**src/rtl/aes_xfer_sched.sv**
```systemverilog
// aes_xfer_sched
//   Sequences AES block jobs over an AHB master. For each block it fetches
//   WORDS_PER_BLK words from src, pulses the AES core start, waits for
//   core_done, then writes the block to dst. It repeats this for num_blocks
//   blocks.
//
//   Optional feature: define AES_SCHED_TIMEOUT_EN to add a core-wait
//   watchdog. If core_done has not arrived after TIMEOUT_CYC cycles in
//   CORE_WAIT, the job aborts through ERR. When the macro is not defined,
//   CORE_WAIT waits indefinitely and no counter is built.
//
// Ports
//   hclk, n_rst              clock; asynchronous active-low reset
//   start, src_addr,
//   dst_addr, num_blocks     job request; params latched on accepted start
//   ahb_mode, ahb_enable,
//   raddr, waddr             master control (mode 0 fetch / 1 write)
//   word_done, ahb_err       master beat completion / bus error
//   core_start, core_done    AES core handshake
//   busy, done, error,
//   blk_count                host status
module aes_xfer_sched #(
    parameter int WORDS_PER_BLK = 4,
    parameter int CNT_W         = 16,
    parameter int TIMEOUT_CYC   = 1024
) (
    input  logic             hclk,
    input  logic             n_rst,
    input  logic             start,
    input  logic [31:0]      src_addr,
    input  logic [31:0]      dst_addr,
    input  logic [CNT_W-1:0] num_blocks,
    output logic             ahb_mode,
    output logic             ahb_enable,
    output logic [31:0]      raddr,
    output logic [31:0]      waddr,
    input  logic             word_done,
    input  logic             ahb_err,
    output logic             core_start,
    input  logic             core_done,
    output logic             busy,
    output logic             done,
    output logic             error,
    output logic [CNT_W-1:0] blk_count
);

    localparam logic [2:0] IDLE      = 3'd0;
    localparam logic [2:0] FETCH     = 3'd1;
    localparam logic [2:0] CORE_GO   = 3'd2;
    localparam logic [2:0] CORE_WAIT = 3'd3;
    localparam logic [2:0] STORE     = 3'd4;
    localparam logic [2:0] NEXT      = 3'd5;
    localparam logic [2:0] ERR       = 3'd6;

    localparam int WC_W = (WORDS_PER_BLK > 1) ? $clog2(WORDS_PER_BLK) : 1;
    localparam logic [WC_W-1:0] LAST_WORD = WC_W'(WORDS_PER_BLK - 1);

    logic [2:0]       state;
    logic [31:0]      cur_src;
    logic [31:0]      cur_dst;
    logic [CNT_W-1:0] num_lat;
    logic [WC_W-1:0]  word_cnt;
    logic [CNT_W-1:0] blk_nxt;

`ifdef AES_SCHED_TIMEOUT_EN
    localparam int TW = $clog2(TIMEOUT_CYC + 1);
    logic [TW-1:0] tmo_cnt;
`endif

    assign blk_nxt    = blk_count + CNT_W'(1);
    assign ahb_enable = (state == FETCH) || (state == STORE);
    assign core_start = (state == CORE_GO);
    assign busy       = (state != IDLE);
    assign raddr      = cur_src;
    assign waddr      = cur_dst;

    always_ff @(posedge hclk or negedge n_rst) begin
        if (!n_rst) begin
            state     <= IDLE;
            cur_src   <= '0;
            cur_dst   <= '0;
            num_lat   <= '0;
            word_cnt  <= '0;
            blk_count <= '0;
            ahb_mode  <= 1'b0;
            done      <= 1'b0;
            error     <= 1'b0;
`ifdef AES_SCHED_TIMEOUT_EN
            tmo_cnt   <= '0;
`endif
        end else begin
            done <= 1'b0;
            case (state)
                IDLE: begin
                    if (start) begin
                        error <= 1'b0;
                        if (num_blocks != '0) begin
                            cur_src   <= src_addr;
                            cur_dst   <= dst_addr;
                            num_lat   <= num_blocks;
                            blk_count <= '0;
                            word_cnt  <= '0;
                            ahb_mode  <= 1'b0;
                            state     <= FETCH;
                        end else begin
                            done <= 1'b1;
                        end
                    end
                end
                FETCH: begin
                    // A bus error wins over a beat completion in the same cycle.
                    if (ahb_err) begin
                        error <= 1'b1;
                        state <= ERR;
                    end else if (word_done) begin
                        cur_src <= cur_src + 32'd4;
                        if (word_cnt == LAST_WORD) begin
                            word_cnt <= '0;
                            state    <= CORE_GO;
                        end else begin
                            word_cnt <= word_cnt + 1'b1;
                        end
                    end
                end
                CORE_GO: begin
`ifdef AES_SCHED_TIMEOUT_EN
                    tmo_cnt <= '0;
`endif
                    state <= CORE_WAIT;
                end
                CORE_WAIT: begin
                    // ahb_mode flips only on entering STORE so the master
                    // never sees a glitch while the bus is idle.
                    if (core_done) begin
                        ahb_mode <= 1'b1;
                        state    <= STORE;
                    end
`ifdef AES_SCHED_TIMEOUT_EN
                    else if (tmo_cnt == TW'(TIMEOUT_CYC - 1)) begin
                        error <= 1'b1;
                        state <= ERR;
                    end else begin
                        tmo_cnt <= tmo_cnt + 1'b1;
                    end
`endif
                end
                STORE: begin
                    if (ahb_err) begin
                        error <= 1'b1;
                        state <= ERR;
                    end else if (word_done) begin
                        cur_dst <= cur_dst + 32'd4;
                        if (word_cnt == LAST_WORD) begin
                            word_cnt <= '0;
                            state    <= NEXT;
                        end else begin
                            word_cnt <= word_cnt + 1'b1;
                        end
                    end
                end
                NEXT: begin
                    blk_count <= blk_nxt;
                    if (blk_nxt == num_lat) begin
                        done  <= 1'b1;
                        state <= IDLE;
                    end else begin
                        ahb_mode <= 1'b0;
                        state    <= FETCH;
                    end
                end
                ERR:     state <= IDLE;
                default: state <= IDLE;
            endcase
        end
    end

endmodule

```
**config.mk**
```make
export PLATFORM = sky130hd
export DESIGN_NAME = aes_xfer_sched
export DESIGN_NICKNAME = d
export VERILOG_FILES = /design/src/rtl/aes_xfer_sched.sv
export SDC_FILE = /design/constraint.sdc
export NUM_CORES = 1
export LEC_CHECK = 0
export CAP_MARGIN = 20
export CORE_MARGIN = 5
export CORE_UTILIZATION = 49
export DETAILED_ROUTE_END_ITERATION = 10
export PLACE_DENSITY = 0.81
export SLEW_MARGIN = 15
export SYNTH_ARGS = -nofsm -noshare
export SYNTH_HDL_FRONTEND = slang
export SYNTH_SLANG_ARGS = --single-unit
```
**constraint.sdc**
```tcl
create_clock -name hclk -period 3.25 [get_ports hclk]
set_input_delay 0.975 -clock hclk [delete_from_list [all_inputs] [get_ports hclk]]
set_output_delay 0.975 -clock hclk [all_outputs]
set_load 0.1 [all_outputs]
```
==> load_flow_metrics.sql, run 1 <==
INSERT INTO impl_metrics (metric_group, metric, value, unit) VALUES
('outcome', 'outcome', 'completed', ''),
('clock_network', 'clock_transition_at_the_registers_of_the_reported_paths', '70', 'ps'),
('run', 'drv_cap', '0', ''),
('yosys', 'syn_area', '6422', 'um^2'),
('detailed_routing', 'detail_route.wl_per_cell', '17.48', 'um'),
('floorplan', 'boundaryPins', '172', ''),
('floorplan', 'initial_utilization', '50.48', '%'),
('setup_path', 'worst_ep_required_time', '3470', 'ps'),
('setup_path', 'path_class', 'in2reg', ''),
('yosys', 'synth_fp_nets', '850', ''),
('detailed_routing', 'drt-total-wl', '18.95', 'mm'),
('detailed_routing', 'dr_total_vias', '6462', ''),
('layout', 'layout_commonest_cell', 'sky130_fd_sc_hd__dfrtp_1', ''),
('global_routing', 'track_usage', '24.16', '%'),
('yosys', 'syn-mean-instance-area', '8.451', 'um^2'),
('sta', 'clock_tree_skew_after_final_layout', '5.764', 'ps'),
('sta', 'finalSetupViolCount', '0', ''),
('sta', 'hold_violations', '0', ''),
('global_routing', 'grt-ovfl-total', '0', ''),
('placement', 'placement.io_buffers', '171', ''),
('setup_path', 'biggest_fanout_along_the_worst_timing_path', '4', ''),
('sta', 'rsz0062_at_grt', 'no', ''),
('detailed_routing', 'detail_route.iter0.violations', '414', ''),
('global_routing', 'antenna_found_initial', '0', ''),
('setup_path', 'end_kind', 'register', ''),
('global_routing', 'wire_length_of_the_first_global_routing_pass', '31.55', 'mm'),
('setup_path', 'cp_slowest_cell', 'sky130_fd_sc_hd__nor4_1', ''),
('floorplan', 'dieArea', '15500', 'um^2'),
('worst_hold_path', 'tightest_hold_check_type', 'reg2reg', ''),
('sta', 'final.period_utilization', '89.36', '%'),
('clock_network', 'post_cts_buffers', '0', ''),
('placement', 'placed_area', '8140', 'um^2'),
('clock_network', 'ctsHtreeMaxLevel', '3', ''),
('yosys', 'synth-async-reset-ratio', '100.0', '%'),
('yosys', 'postSynthRegisterBits', '104', ''),
('sta', 'fin_worst_hold_slack', '480.2', 'ps'),
('clock_network', 'cts.sink_count', '104', ''),
('sta', 'slew_headroom', '55.24', '%'),
('setup_path', 'critical_path_s_most_frequent_cell', 'sky130_fd_sc_hd__nor4_1', ''),
('yosys', 'ys.flop_type', 'sky130_fd_sc_hd__dfrtp_1', ''),
('yosys', 'synth_sequential_area_ratio', '40.52', '%'),
('global_routing', 'first_global_vias', '6253', ''),
('detailed_routing', 'final_antenna_net_count', '0', ''),
('sta', 'final-max-slew-violation-count', '0', ''),
('sta', 'timing.final.crit_period', '2904', 'ps'),
('layout', 'nets', '1000', ''),
('placement', 'place_hpwl', '13.73', 'mm'),
('sta', 'max_slew.worst_pin.slew', '669.7', 'ps'),
('detailed_routing', 'dr.pass1.iters', '4', ''),
('setup_path', 'critical_path.cell_chain', 'clkdlybuf4s50_1 -> nor4_1 -> a41oi_1 -> buf_4 -> a211o_1 -> nor4_1 -> a21oi_1', ''),
('clock_network', 'cts.hold.buffers_added', '0', ''),
('clock_network', 'ctsLongestPathBuffers', '2', ''),
('detailed_routing', 'avgViaCountPerCell', '5.961', ''),
('layout', 'drive_gt1_share', '17.43', '%'),
('placement', 'finalWeightedCongestion', '0.9580', ''),
('setup_path', 'worst_setup_path_start_kind', 'primary input', ''),
('clock_network', 'worst_skew_pair.late_latency', '350', 'ps'),
('yosys', 'postSynthCellCount', '760', ''),
('setup_path', 'critical_path.max_stage_delay', '450', 'ps'),
('layout', 'most-common-layout-cells', '104 x sky130_fd_sc_hd__dfrtp_1, 97 x sky130_fd_sc_hd__buf_4, 87 x sky130_fd_sc_hd__nand2_1, 85 x sky130_fd_sc_hd__a21oi_1, 84 x sky130_fd_sc_hd__clkdlybuf4s50_1', ''),
('yosys', 'yosys_warnings', '0', ''),
('layout', 'antenna-diode-count', '0', ''),
('detailed_routing', 'route.detailed.drc', '0', ''),
('floorplan', 'core_region_area', '12720', 'um^2'),
('clock_network', 'postCtsResizedCells', '0', ''),
('sta', 'max_freq', '0.3443', 'GHz'),
('sta', 'final.setup.tns', '0', 'ps'),
('global_routing', 'grt_start_max_net_pins', '52', ''),
('layout', 'nFillCells', '1099', ''),
('yosys', 'synth_edf_count', '0', ''),
('yosys', 'synth_cell_type_count', '70', ''),
('floorplan', 'die_y', '124.5', 'um'),
('layout', 'areaGrowthSynthToFinish', '30.82', '%'),
('setup_path', 'cp_data_arrival_time', '3130', 'ps'),
('clock_network', 'numCtsBuffers', '9', ''),
('clock_network', 'clock-root-buffer', 'sky130_fd_sc_hd__clkbuf_16', ''),
('clock_network', 'tritoncts', 'done', ''),
('floorplan', 'std_cell_rows', '41', ''),
('layout', 'final_design_area_no_fill', '8402', 'um^2'),
('floorplan', 'die_width', '124.5', 'um');
==> worst max-delay path: cells and delay by family <==
kind            cells  cell delay, ps
simple gates        2             730
compound gates      3             750
buf+inv             2             670
==> final cells by class <==
type / instances / area [um^2] / area share [%]
Multi-Input combinational cell: 593 / 3561 / 42.38
Sequential cell: 104 / 2603 / 30.98
Timing Repair Buffer: 188 / 1709 / 20.34
Clock buffer: 12 / 256.5 / 3.053
Tap cell: 172 / 215.2 / 2.561
Inverter: 14 / 52.55 / 0.6255
Clock inverter: 1 / 5.005 / 0.05957
==> per-stage QoR <==
| stage | cells | util (%) | setup WS, ps |
|---|---|---|---|
| 2_1_floorplan | 760 | - | 245.4 |
| 3_3_place_gp | 1071 | 63.99 | 121.8 |
| 3_5_place_dp | 1071 | 63.99 | -24.48 |
| 4_1_cts | 1084 | 66.04 | 347.6 |
| 5_1_grt | 1084 | 66.04 | 108.5 |
| 6_report | 1084 | 66.04 | 345.8 |
==> state kept, by name (all words and copies together) (netlist names), 2 cells and up <==
register and count:
word_cnt 2, blk_count 16, waddr 32, raddr 32
state 3, num_lat 16
==> kinds of logic (layout without fill, tap and decap cells) <==
kind of cell | Yosys count | in the layout | share of synthesized area, %
and+or+nand+nor | 286 | 286 | 23.40
adders and majority gates | 5 | 5 | 0.9352
muxes | 21 | 21 | 3.643
AOI/OAI and AO/OA | 261 | 261 | 24.57
DFF | 104 | 104 | 40.52
xor gates and xnor gates | 20 | 20 | 2.727
buffers and inverters | 63 | 215 | 4.208
==> path summary, 6_finish.rpt <==
kind                                          startpoint                    end  slack (ps)  cells past startpoint
worst max-delay path                      num_blocks[10]   state[0]$_DFFE_PN0P_         350                      7
worst min-delay path                raddr[0]$_DFFE_PN0P_   raddr[0]$_DFFE_PN0P_         480                      2
worst max register to register  blk_count[0]$_DFFE_PN0P_         done$_DFF_PN0_         570                      7
worst min register to register      raddr[0]$_DFFE_PN0P_   raddr[0]$_DFFE_PN0P_         480                      2
max in group asynchronous                          n_rst   raddr[5]$_DFFE_PN0P_        1860                      2
min in group asynchronous                          n_rst  waddr[12]$_DFFE_PN0P_         660                      1
==> cell usage after synthesis (9+ instances only) <==
master,count,area share [%]
sky130_fd_sc_hd__dfrtp_1,104,41
sky130_fd_sc_hd__nand2_1,87,5.1
sky130_fd_sc_hd__a21oi_1,85,6.6
sky130_fd_sc_hd__o21ai_0,75,5.8
sky130_fd_sc_hd__nor2_1,67,3.9
sky130_fd_sc_hd__nand3_1,35,2.7
sky130_fd_sc_hd__clkbuf_1,33,1.9
sky130_fd_sc_hd__o22ai_1,21,2.0
sky130_fd_sc_hd__mux2_2,18,3.2
sky130_fd_sc_hd__inv_1,14,0.82
sky130_fd_sc_hd__xnor2_1,14,1.9
sky130_fd_sc_hd__nand4_1,13,1.3
sky130_fd_sc_hd__a2bb2oi_1,12,1.6
sky130_fd_sc_hd__buf_2,12,0.94
sky130_fd_sc_hd__nor4_1,11,1.1
sky130_fd_sc_hd__a31oi_1,10,0.97
sky130_fd_sc_hd__nor3_1,9,0.70
==> layer usage <==
layer  vias up  GRT usage (%)  wire length [um]
li1       3090              -                 -
met1      3051          32.17              8179
met2       273          38.55              9003
met3        48          4.760              1214
met4         0          9.994               550
met5         -              0                 0
Power of run 1 is not shown: default switching activity piles up to over one toggle a cycle in this logic, so the estimate is an artifact.
==> run 2: changes to the inputs <==
ABC_AREA = 1   (was default)
CAP_MARGIN = default   (was 20)
CELL_PAD_IN_SITES_DETAIL_PLACEMENT = 0   (was default)
CELL_PAD_IN_SITES_GLOBAL_PLACEMENT = 1   (was default)
CORE_UTILIZATION = 36   (was 49)
PLACE_DENSITY = 0.82   (was 0.81)
==> run 2 against run 1 <==
Against the previous run:
- first-iteration DRC count shrank 15%
- maximum frequency grew 4.5%
- critical path type unchanged
- cell area grew 7.8%
- hold slack gained 16 ps
- via count grew 8.5%
- setup slack gained 120 ps
- synthesized area grew 8.1%
==> load_flow_metrics.sql, run 2 <==
INSERT INTO impl_metrics (metric_group, metric, value, unit) VALUES
('worst_hold_path', 'tightest_hold_check_type', 'reg2reg', ''),
('global_routing', 'grtUsageMet3', '4.254', '%'),
('layout', 'nets', '1231', ''),
('yosys', 'yosys.cell_count.top_type', 'sky130_fd_sc_hd__nand2_1', ''),
('setup_path', 'critical_path.max_stage_delay', '490', 'ps'),
('sta', 'final.setup.tns', '0', 'ps'),
('detailed_routing', 'final_antenna_net_count', '0', ''),
('sta', 'max_freq', '0.3597', 'GHz'),
('sta', 'clock_tree_skew_after_final_layout', '7.284', 'ps'),
('sta', 'fin_worst_hold_slack', '496.5', 'ps'),
('setup_path', 'cp_slowest_cell', 'sky130_fd_sc_hd__nor2_4', ''),
('detailed_routing', 'route.detailed.drc', '0', ''),
('yosys', 'synth_edf_count', '0', ''),
('floorplan', 'std_cell_rows', '50', ''),
('yosys', 'synth_fp_nets', '1070', ''),
('outcome', 'outcome', 'completed', ''),
('detailed_routing', 'drt-total-wl', '22.11', 'mm'),
('yosys', 'ys.flop_type', 'sky130_fd_sc_hd__dfrtp_1', ''),
('yosys', 'syn_area', '6942', 'um^2'),
('yosys', 'synth_cell_type_count', '51', ''),
('sta', 'final-max-slew-violation-count', '0', ''),
('global_routing', 'antenna_found_initial', '0', ''),
('layout', 'areaGrowthSynthToFinish', '30.46', '%'),
('yosys', 'synthTopCellsByArea', 'sky130_fd_sc_hd__dfrtp_1 37%, sky130_fd_sc_hd__nand2_1 14%, sky130_fd_sc_hd__nand3_1 6.1%', ''),
('global_routing', 'grt_use_met2', '33.80', '%'),
('detailed_routing', 'detail_route.wl_per_cell', '15.73', 'um'),
('floorplan', 'dieArea', '22160', 'um^2'),
('setup_path', 'end_kind', 'register', ''),
('detailed_routing', 'dr.pass1.iters', '5', ''),
('clock_network', 'tritoncts', 'done', ''),
('yosys', 'postSynthCellCount', '980', ''),
('clock_network', 'clock_transition_at_the_registers_of_the_reported_paths', '70', 'ps'),
('yosys', 'synthDominantCellAreaShare', '37.49', '%'),
('setup_path', 'biggest_fanout_along_the_worst_timing_path', '27', ''),
('setup_path', 'critical_path_s_most_frequent_cell', 'sky130_fd_sc_hd__a21oi_1', ''),
('clock_network', 'postCtsResizedCells', '0', ''),
('yosys', 'yosys_warnings', '0', ''),
('yosys', 'postSynthRegisterBits', '104', ''),
('yosys', 'synth_sequential_area_ratio', '37.49', '%'),
('sta', 'final.period_utilization', '85.53', '%'),
('worst_hold_path', 'hold_end', 'waddr[0]$_DFFE_PN0P_', ''),
('worst_hold_path', 'hold_depth', '2', ''),
('layout', 'final_design_area_no_fill', '9056', 'um^2'),
('setup_path', 'crit-reg2reg-launch', 'state[2]$_DFFE_PN0P_', ''),
('yosys', 'synth-async-reset-ratio', '100.0', '%'),
('placement', 'pre_cts_ws', '80.85', 'ps'),
('sta', 'hold_violations', '0', ''),
('clock_network', 'clock-root-buffer', 'sky130_fd_sc_hd__clkbuf_16', ''),
('clock_network', 'numCtsBuffers', '9', ''),
('setup_path', 'worst_case_reg_to_reg_path_depth', '8', ''),
('layout', 'drive_gt1_share', '15.71', '%'),
('placement', 'placed_area', '8723', 'um^2'),
('detailed_routing', 'detail_route.iter0.violations', '351', ''),
('floorplan', 'die_width', '148.9', 'um'),
('global_routing', 'grt-busiest-layer', 'met2', ''),
('setup_path', 'timing.critical_path.from', 'num_blocks[15]', ''),
('clock_network', 'ctsLongestPathBuffers', '2', ''),
('clock_network', 'cts.sink_count', '104', ''),
('sta', 'rsz0062_at_grt', 'no', ''),
('setup_path', 'reg2reg_to', 'raddr[20]$_DFFE_PN0P_', ''),
('layout', 'layout_commonest_cell', 'sky130_fd_sc_hd__nand2_1', ''),
('placement', 'place_hpwl', '16.69', 'mm'),
('setup_path', 'setup.reg_to_reg.worst_slack', '880', 'ps'),
('setup_path', 'path_class', 'in2reg', ''),
('yosys', 'syn-mean-instance-area', '7.083', 'um^2'),
('detailed_routing', 'avgViaCountPerCell', '4.987', ''),
('sta', 'slew_headroom', '49.81', '%'),
('clock_network', 'post_cts_buffers', '0', ''),
('global_routing', 'grt_start_max_net_pins', '49', ''),
('worst_hold_path', 'min_from', 'waddr[0]$_DFFE_PN0P_', ''),
('sta', 'timing.final.crit_period', '2780', 'ps'),
('detailed_routing', 'dr_total_vias', '7012', ''),
('setup_path', 'worst_setup_path_start_kind', 'primary input', ''),
('floorplan', 'boundaryPins', '172', ''),
('setup_path', 'critical_path.cell_chain', 'clkdlybuf4s50_1 -> nor2_1 -> nand2_1 -> nor3_1 -> nand3_1 -> nand2_4 -> nor2_4 -> inv_2 -> a21oi_1 -> a21oi_1', ''),
('yosys', 'synth_common_cells', '252 x sky130_fd_sc_hd__nand2_1, 104 x sky130_fd_sc_hd__dfrtp_1, 94 x sky130_fd_sc_hd__inv_1', ''),
('clock_network', 'worst_skew_pair.late_latency', '360', 'ps'),
('clock_network', 'cts.hold.buffers_added', '0', ''),
('sta', 'finalSetupViolCount', '0', ''),
('global_routing', 'grt-ovfl-total', '0', ''),
('floorplan', 'initial_utilization', '36.86', '%'),
('setup_path', 'cp_data_arrival_time', '3030', 'ps'),
('placement', 'placement.io_buffers', '171', ''),
('clock_network', 'ctsHtreeMaxLevel', '3', ''),
('floorplan', 'die_y', '148.9', 'um'),
('placement', 'finalWeightedCongestion', '0.8627', ''),
('sta', 'max_slew.worst_pin.slew', '752.0', 'ps'),
('floorplan', 'core_region_area', '18830', 'um^2'),
('layout', 'most-common-layout-cells', '252 x sky130_fd_sc_hd__nand2_1, 104 x sky130_fd_sc_hd__dfrtp_1, 96 x sky130_fd_sc_hd__buf_4, 94 x sky130_fd_sc_hd__inv_1, 90 x sky130_fd_sc_hd__nor2_1', ''),
('setup_path', 'worst_ep_required_time', '3500', 'ps'),
('global_routing', 'grtUsageMet1', '26.18', '%'),
('global_routing', 'wire_length_of_the_first_global_routing_pass', '35.47', 'mm'),
('sta', 'postLayoutSetupSlackWorst', '470.3', 'ps'),
('layout', 'antenna-diode-count', '0', ''),
('global_routing', 'track_usage', '19.82', '%'),
('global_routing', 'first_global_vias', '6771', ''),
('yosys', 'netlist.top_cell.by_area', 'sky130_fd_sc_hd__dfrtp_1', ''),
('run', 'drv_cap', '0', '');
## run 2: cell types whose count changed in the layout (fill, tap and decap cells not counted), moves of 9 or more
cell / change
sky130_fd_sc_hd__nand3_1: +50
sky130_fd_sc_hd__a2bb2oi_1: -10
sky130_fd_sc_hd__nand4_1: +16
sky130_fd_sc_hd__nor2_2: +11
sky130_fd_sc_hd__a21oi_1: -47
sky130_fd_sc_hd__inv_1: +80
sky130_fd_sc_hd__mux2_2: -18
sky130_fd_sc_hd__nand2_1: +165
sky130_fd_sc_hd__nor2_1: +24
sky130_fd_sc_hd__o21ai_1: +12
sky130_fd_sc_hd__a31oi_1: -9
sky130_fd_sc_hd__inv_2: +9
## run 2: stage by stage
stage / utilization (%) / std cells
after global routing: 48.09 / 1406
final: 48.09 / 1406
after detailed placement: 46.33 / 1390
after floorplan: - / 980
after global placement: 46.33 / 1390
after CTS: 48.09 / 1406
## run 2: worst max-delay path: cells and delay by family
kind,cells,cell delay (ps)
buf+inv,2,800
compound gates,2,280
simple gates,6,940
## run 2: layout make-up
cell class              instances  area [um^2]
well taps                     260        325.3
clock inverters                 4        76.32
inverters                     105        396.6
flip-flops and latches        104         2603
repair buffers                183         1622
fillers                      1936         9774
multi-input cells             738         3777
clock buffers                  12        256.5
## run 2: how the worst max path moves through the flow
stage,endpoint,slack (ps),cells after the start
global placement,num_lat[9]$_DFFE_PN0P_,80,10
CTS,raddr[0]$_DFFE_PN0P_,470,10
detailed placement,raddr[0]$_DFFE_PN0P_,80,10
global route,raddr[19]$_DFFE_PN0P_,300,10
finish,raddr[20]$_DFFE_PN0P_,470,10
floorplan,core_start,510,2
## run 2: cell families (layout without fill, tap and decap cells)
group	Yosys count	in the layout	synth area share (%)
adder cells (fa/ha/maj)	4	4	0.7210
flip-flops	104	104	37.49
AO/OA/AOI/OAI	187	187	15.84
multiplexers	1	1	0.1442
XOR/XNOR	18	18	2.271
buffers and inverters	138	304	8.363
AND/OR/NAND/NOR	528	528	35.17
## run 2: routing by layer
metal	routed length, um	share of wire, %
met5	0	0
met4	236	1.1
met3	1014	4.6
met1	10100	46
met2	10760	49
Power of run 2 is left out for the same reason.
==> run 3: changes to the inputs <==
CELL_PAD_IN_SITES_DETAIL_PLACEMENT = 2   (was 0)
CELL_PAD_IN_SITES_GLOBAL_PLACEMENT = 2   (was 1)
CORE_UTILIZATION = 27   (was 36)
PLACE_DENSITY = 0.8   (was 0.82)
clock period = 2.8 ns   (was 3.25 ns; I/O delays follow)
==> run 3 against run 2 <==
Against the previous run:
- utilization fell by 11 points
- hold slack got worse by 150 ps
- final cell count is 5.9% higher
- via count up 7.6%
- first-iteration DRC count is 35% lower
- setup slack got worse by 280 ps
- clock skew increased by 4.9 ps
- count of clock-buffer cells in the layout is 3 lower
- critical path depth up 1
- non-clock buffer count is 16 higher
- critical endpoint is now waddr[26]$_DFFE_PN0P_
==> load_flow_metrics.sql, run 3 (synthesis results as in run 2) <==
INSERT INTO impl_metrics (metric_group, metric, value, unit) VALUES
('power', 'p_leak', '4.216', 'nW'),
('setup_path', 'worst-path-buf-inv', '4', ''),
('layout', 'layout_commonest_cell', 'sky130_fd_sc_hd__nand2_1', ''),
('clock_network', 'worst_skew_pair.late_latency', '370', 'ps'),
('global_routing', 'grt_use_met2', '35.01', '%'),
('power', 'switchingPower', '8.200', 'mW'),
('setup_path', 'biggest_fanout_along_the_worst_timing_path', '34', ''),
('sta', 'final.setup.tns', '0', 'ps'),
('clock_network', 'tritoncts', 'done', ''),
('global_routing', 'grt-ovfl-total', '0', ''),
('setup_path', 'critical_path_s_most_frequent_cell', 'sky130_fd_sc_hd__a21oi_1', ''),
('setup_path', 'worst_ep_required_time', '3030', 'ps'),
('setup_path', 'cp_slowest_cell', 'sky130_fd_sc_hd__clkdlybuf4s50_1', ''),
('floorplan', 'die_width', '170.3', 'um'),
('detailed_routing', 'drt-total-wl', '27.77', 'mm'),
('power', 'ir_drop', '960.5', 'uV'),
('outcome', 'outcome', 'completed', ''),
('layout', 'final_design_area_no_fill', '9364', 'um^2'),
('layout', 'most-common-layout-cells', '252 x sky130_fd_sc_hd__nand2_1, 105 x sky130_fd_sc_hd__buf_4, 104 x sky130_fd_sc_hd__dfrtp_1, 94 x sky130_fd_sc_hd__inv_1, 90 x sky130_fd_sc_hd__nor2_1', ''),
('clock_network', 'numCtsBuffers', '9', ''),
('setup_path', 'critical_path.max_stage_delay', '420', 'ps'),
('global_routing', 'grtUsageMet3', '2.787', '%'),
('global_routing', 'track_usage', '18.96', '%'),
('global_routing', 'first_global_vias', '8280', ''),
('power', 'cell_internal_pwr', '5.512', 'mW'),
('clock_network', 'cts.hold.buffers_added', '0', ''),
('global_routing', 'grt-busiest-layer', 'met2', ''),
('setup_path', 'worst_setup_path_start_kind', 'primary input', ''),
('sta', 'final.period_utilization', '93.35', '%'),
('placement', 'placed_area', '9019', 'um^2'),
('setup_path', 'cpLargestDelayFamily', 'simple AND/OR/NAND/NOR gates', ''),
('floorplan', 'dieArea', '29020', 'um^2'),
('sta', 'rsz0062_at_grt', 'no', ''),
('layout', 'antenna-diode-count', '0', ''),
('floorplan', 'core_region_area', '25250', 'um^2'),
('layout', 'layout.core_utilization', '37.08', '%'),
('power', 'power', '13.71', 'mW'),
('clock_network', 'ctsLongestPathBuffers', '2', ''),
('placement', 'placement.io_buffers', '171', ''),
('detailed_routing', 'route.detailed.drc', '0', ''),
('clock_network', 'clock_transition_at_the_registers_of_the_reported_paths', '80', 'ps'),
('sta', 'slew_headroom', '64.67', '%'),
('global_routing', 'grtUsageMet1', '23.33', '%'),
('detailed_routing', 'avgViaCountPerCell', '5.069', ''),
('sta', 'max_slew.worst_pin.slew', '529.9', 'ps'),
('sta', 'fin_worst_hold_slack', '342.4', 'ps'),
('setup_path', 'end_kind', 'register', ''),
('power', 'power_frac_comb', '66.7', '%'),
('detailed_routing', 'final_antenna_net_count', '0', ''),
('clock_network', 'ctsHtreeMaxLevel', '3', ''),
('detailed_routing', 'dr_total_vias', '7548', ''),
('worst_hold_path', 'tightest_hold_check_type', 'in2async', ''),
('setup_path', 'cp_data_arrival_time', '2840', 'ps'),
('run', 'drv_cap', '0', ''),
('clock_network', 'post_cts_buffers', '0', ''),
('power', 'power.switching_fraction', '59.80', '%'),
('layout', 'areaGrowthSynthToFinish', '34.90', '%'),
('sta', 'max_freq', '0.3826', 'GHz'),
('detailed_routing', 'detail_route.iter0.violations', '229', ''),
('sta', 'hold_violations', '0', ''),
('sta', 'final-max-slew-violation-count', '0', ''),
('placement', 'place_hpwl', '21.40', 'mm'),
('placement', 'placed_cells_incl_taps', '1476', ''),
('global_routing', 'grt_start_max_net_pins', '59', ''),
('power', 'clock_power_share', '11.5', '%'),
('floorplan', 'die_y', '170.3', 'um'),
('floorplan', 'boundaryPins', '172', ''),
('floorplan', 'std_cell_rows', '58', ''),
('layout', 'final-instance-count-excl-fill', '1489', ''),
('sta', 'finalSetupViolCount', '0', ''),
('setup_path', 'path_class', 'in2reg', ''),
('layout', 'nets', '1247', ''),
('sta', 'clock_tree_skew_after_final_layout', '12.19', 'ps'),
('detailed_routing', 'dr.pass1.iters', '4', ''),
('clock_network', 'postCtsResizedCells', '0', ''),
('global_routing', 'wire_length_of_the_first_global_routing_pass', '44.33', 'mm'),
('detailed_routing', 'detail_route.wl_per_cell', '18.65', 'um'),
('layout', 'drive_gt1_share', '16.74', '%'),
('placement', 'finalWeightedCongestion', '0.8160', ''),
('global_routing', 'antenna_found_initial', '1', ''),
('setup_path', 'critical_path.cell_chain', 'clkdlybuf4s50_1 -> nor3_1 -> buf_4 -> nor3b_1 -> nand3_1 -> nand2_4 -> inv_2 -> nand2_8 -> inv_4 -> a21oi_1 -> a21oi_1', ''),
('power', 'p_per_area', '1464', 'nW/um^2'),
('sta', 'postLayoutSetupSlackWorst', '186.1', 'ps'),
('placement', 'pre_cts_ws', '-215.0', 'ps'),
('power', 'power_frac_seq', '21.8', '%'),
('sta', 'timing.final.crit_period', '2614', 'ps'),
('floorplan', 'initial_utilization', '27.49', '%'),
('clock_network', 'clock-root-buffer', 'sky130_fd_sc_hd__clkbuf_16', ''),
('clock_network', 'cts.sink_count', '104', '');
[run 3: metal layers]
layer	share of wire [%]	wire length, um	vias to the layer above
li1	-	-	3615
met1	43	11990	3789
met2	52	14490	121
met3	3.3	920	21
met4	1.3	355	2
met5	0.047	13	-
[run 3: worst paths after layout]
check	depth (start not counted)	to	slack, ps	start
min reg2reg	2	raddr[0]$_DFFE_PN0P_	500	raddr[0]$_DFFE_PN0P_
min in group hclk	2	raddr[0]$_DFFE_PN0P_	500	raddr[0]$_DFFE_PN0P_
max	11	waddr[26]$_DFFE_PN0P_	190	num_blocks[1]
max reg2reg	14	state[0]$_DFFE_PN0P_	370	blk_count[0]$_DFFE_PN0P_
min	1	raddr[2]$_DFFE_PN0P_	340	n_rst
max in group asynchronous	2	waddr[26]$_DFFE_PN0P_	1740	n_rst
[run 3: power groups by stage]
stage	Clock (mW)	Sequential (mW)	Combinational (mW)
after floorplan	0	6.15	3.30
after global placement	0	2.98	9.02
after detailed placement	0	3.01	9.25
after CTS	1.64	3.00	9.26
after global routing	1.68	3.10	9.80
final	1.58	2.99	9.15
[run 3: cell type report]
type	instances	area [um^2]
flip-flops and latches	104	2603
inverters	105	396.6
multi-input cells	738	3777
fillers	3040	15890
repair buffers	199	1829
clock buffers	9	225.2
well taps	330	412.9
clock inverters	4	120.1
[run 3: worst reg2reg max path: cells and delay by family, from the launching register on]
kind                       cells  cell delay (ps)
adders and majority gates      1              330
and+or+nand+nor               13             1470
DFF                            1              510
Power figures use the tool's default switching activity.
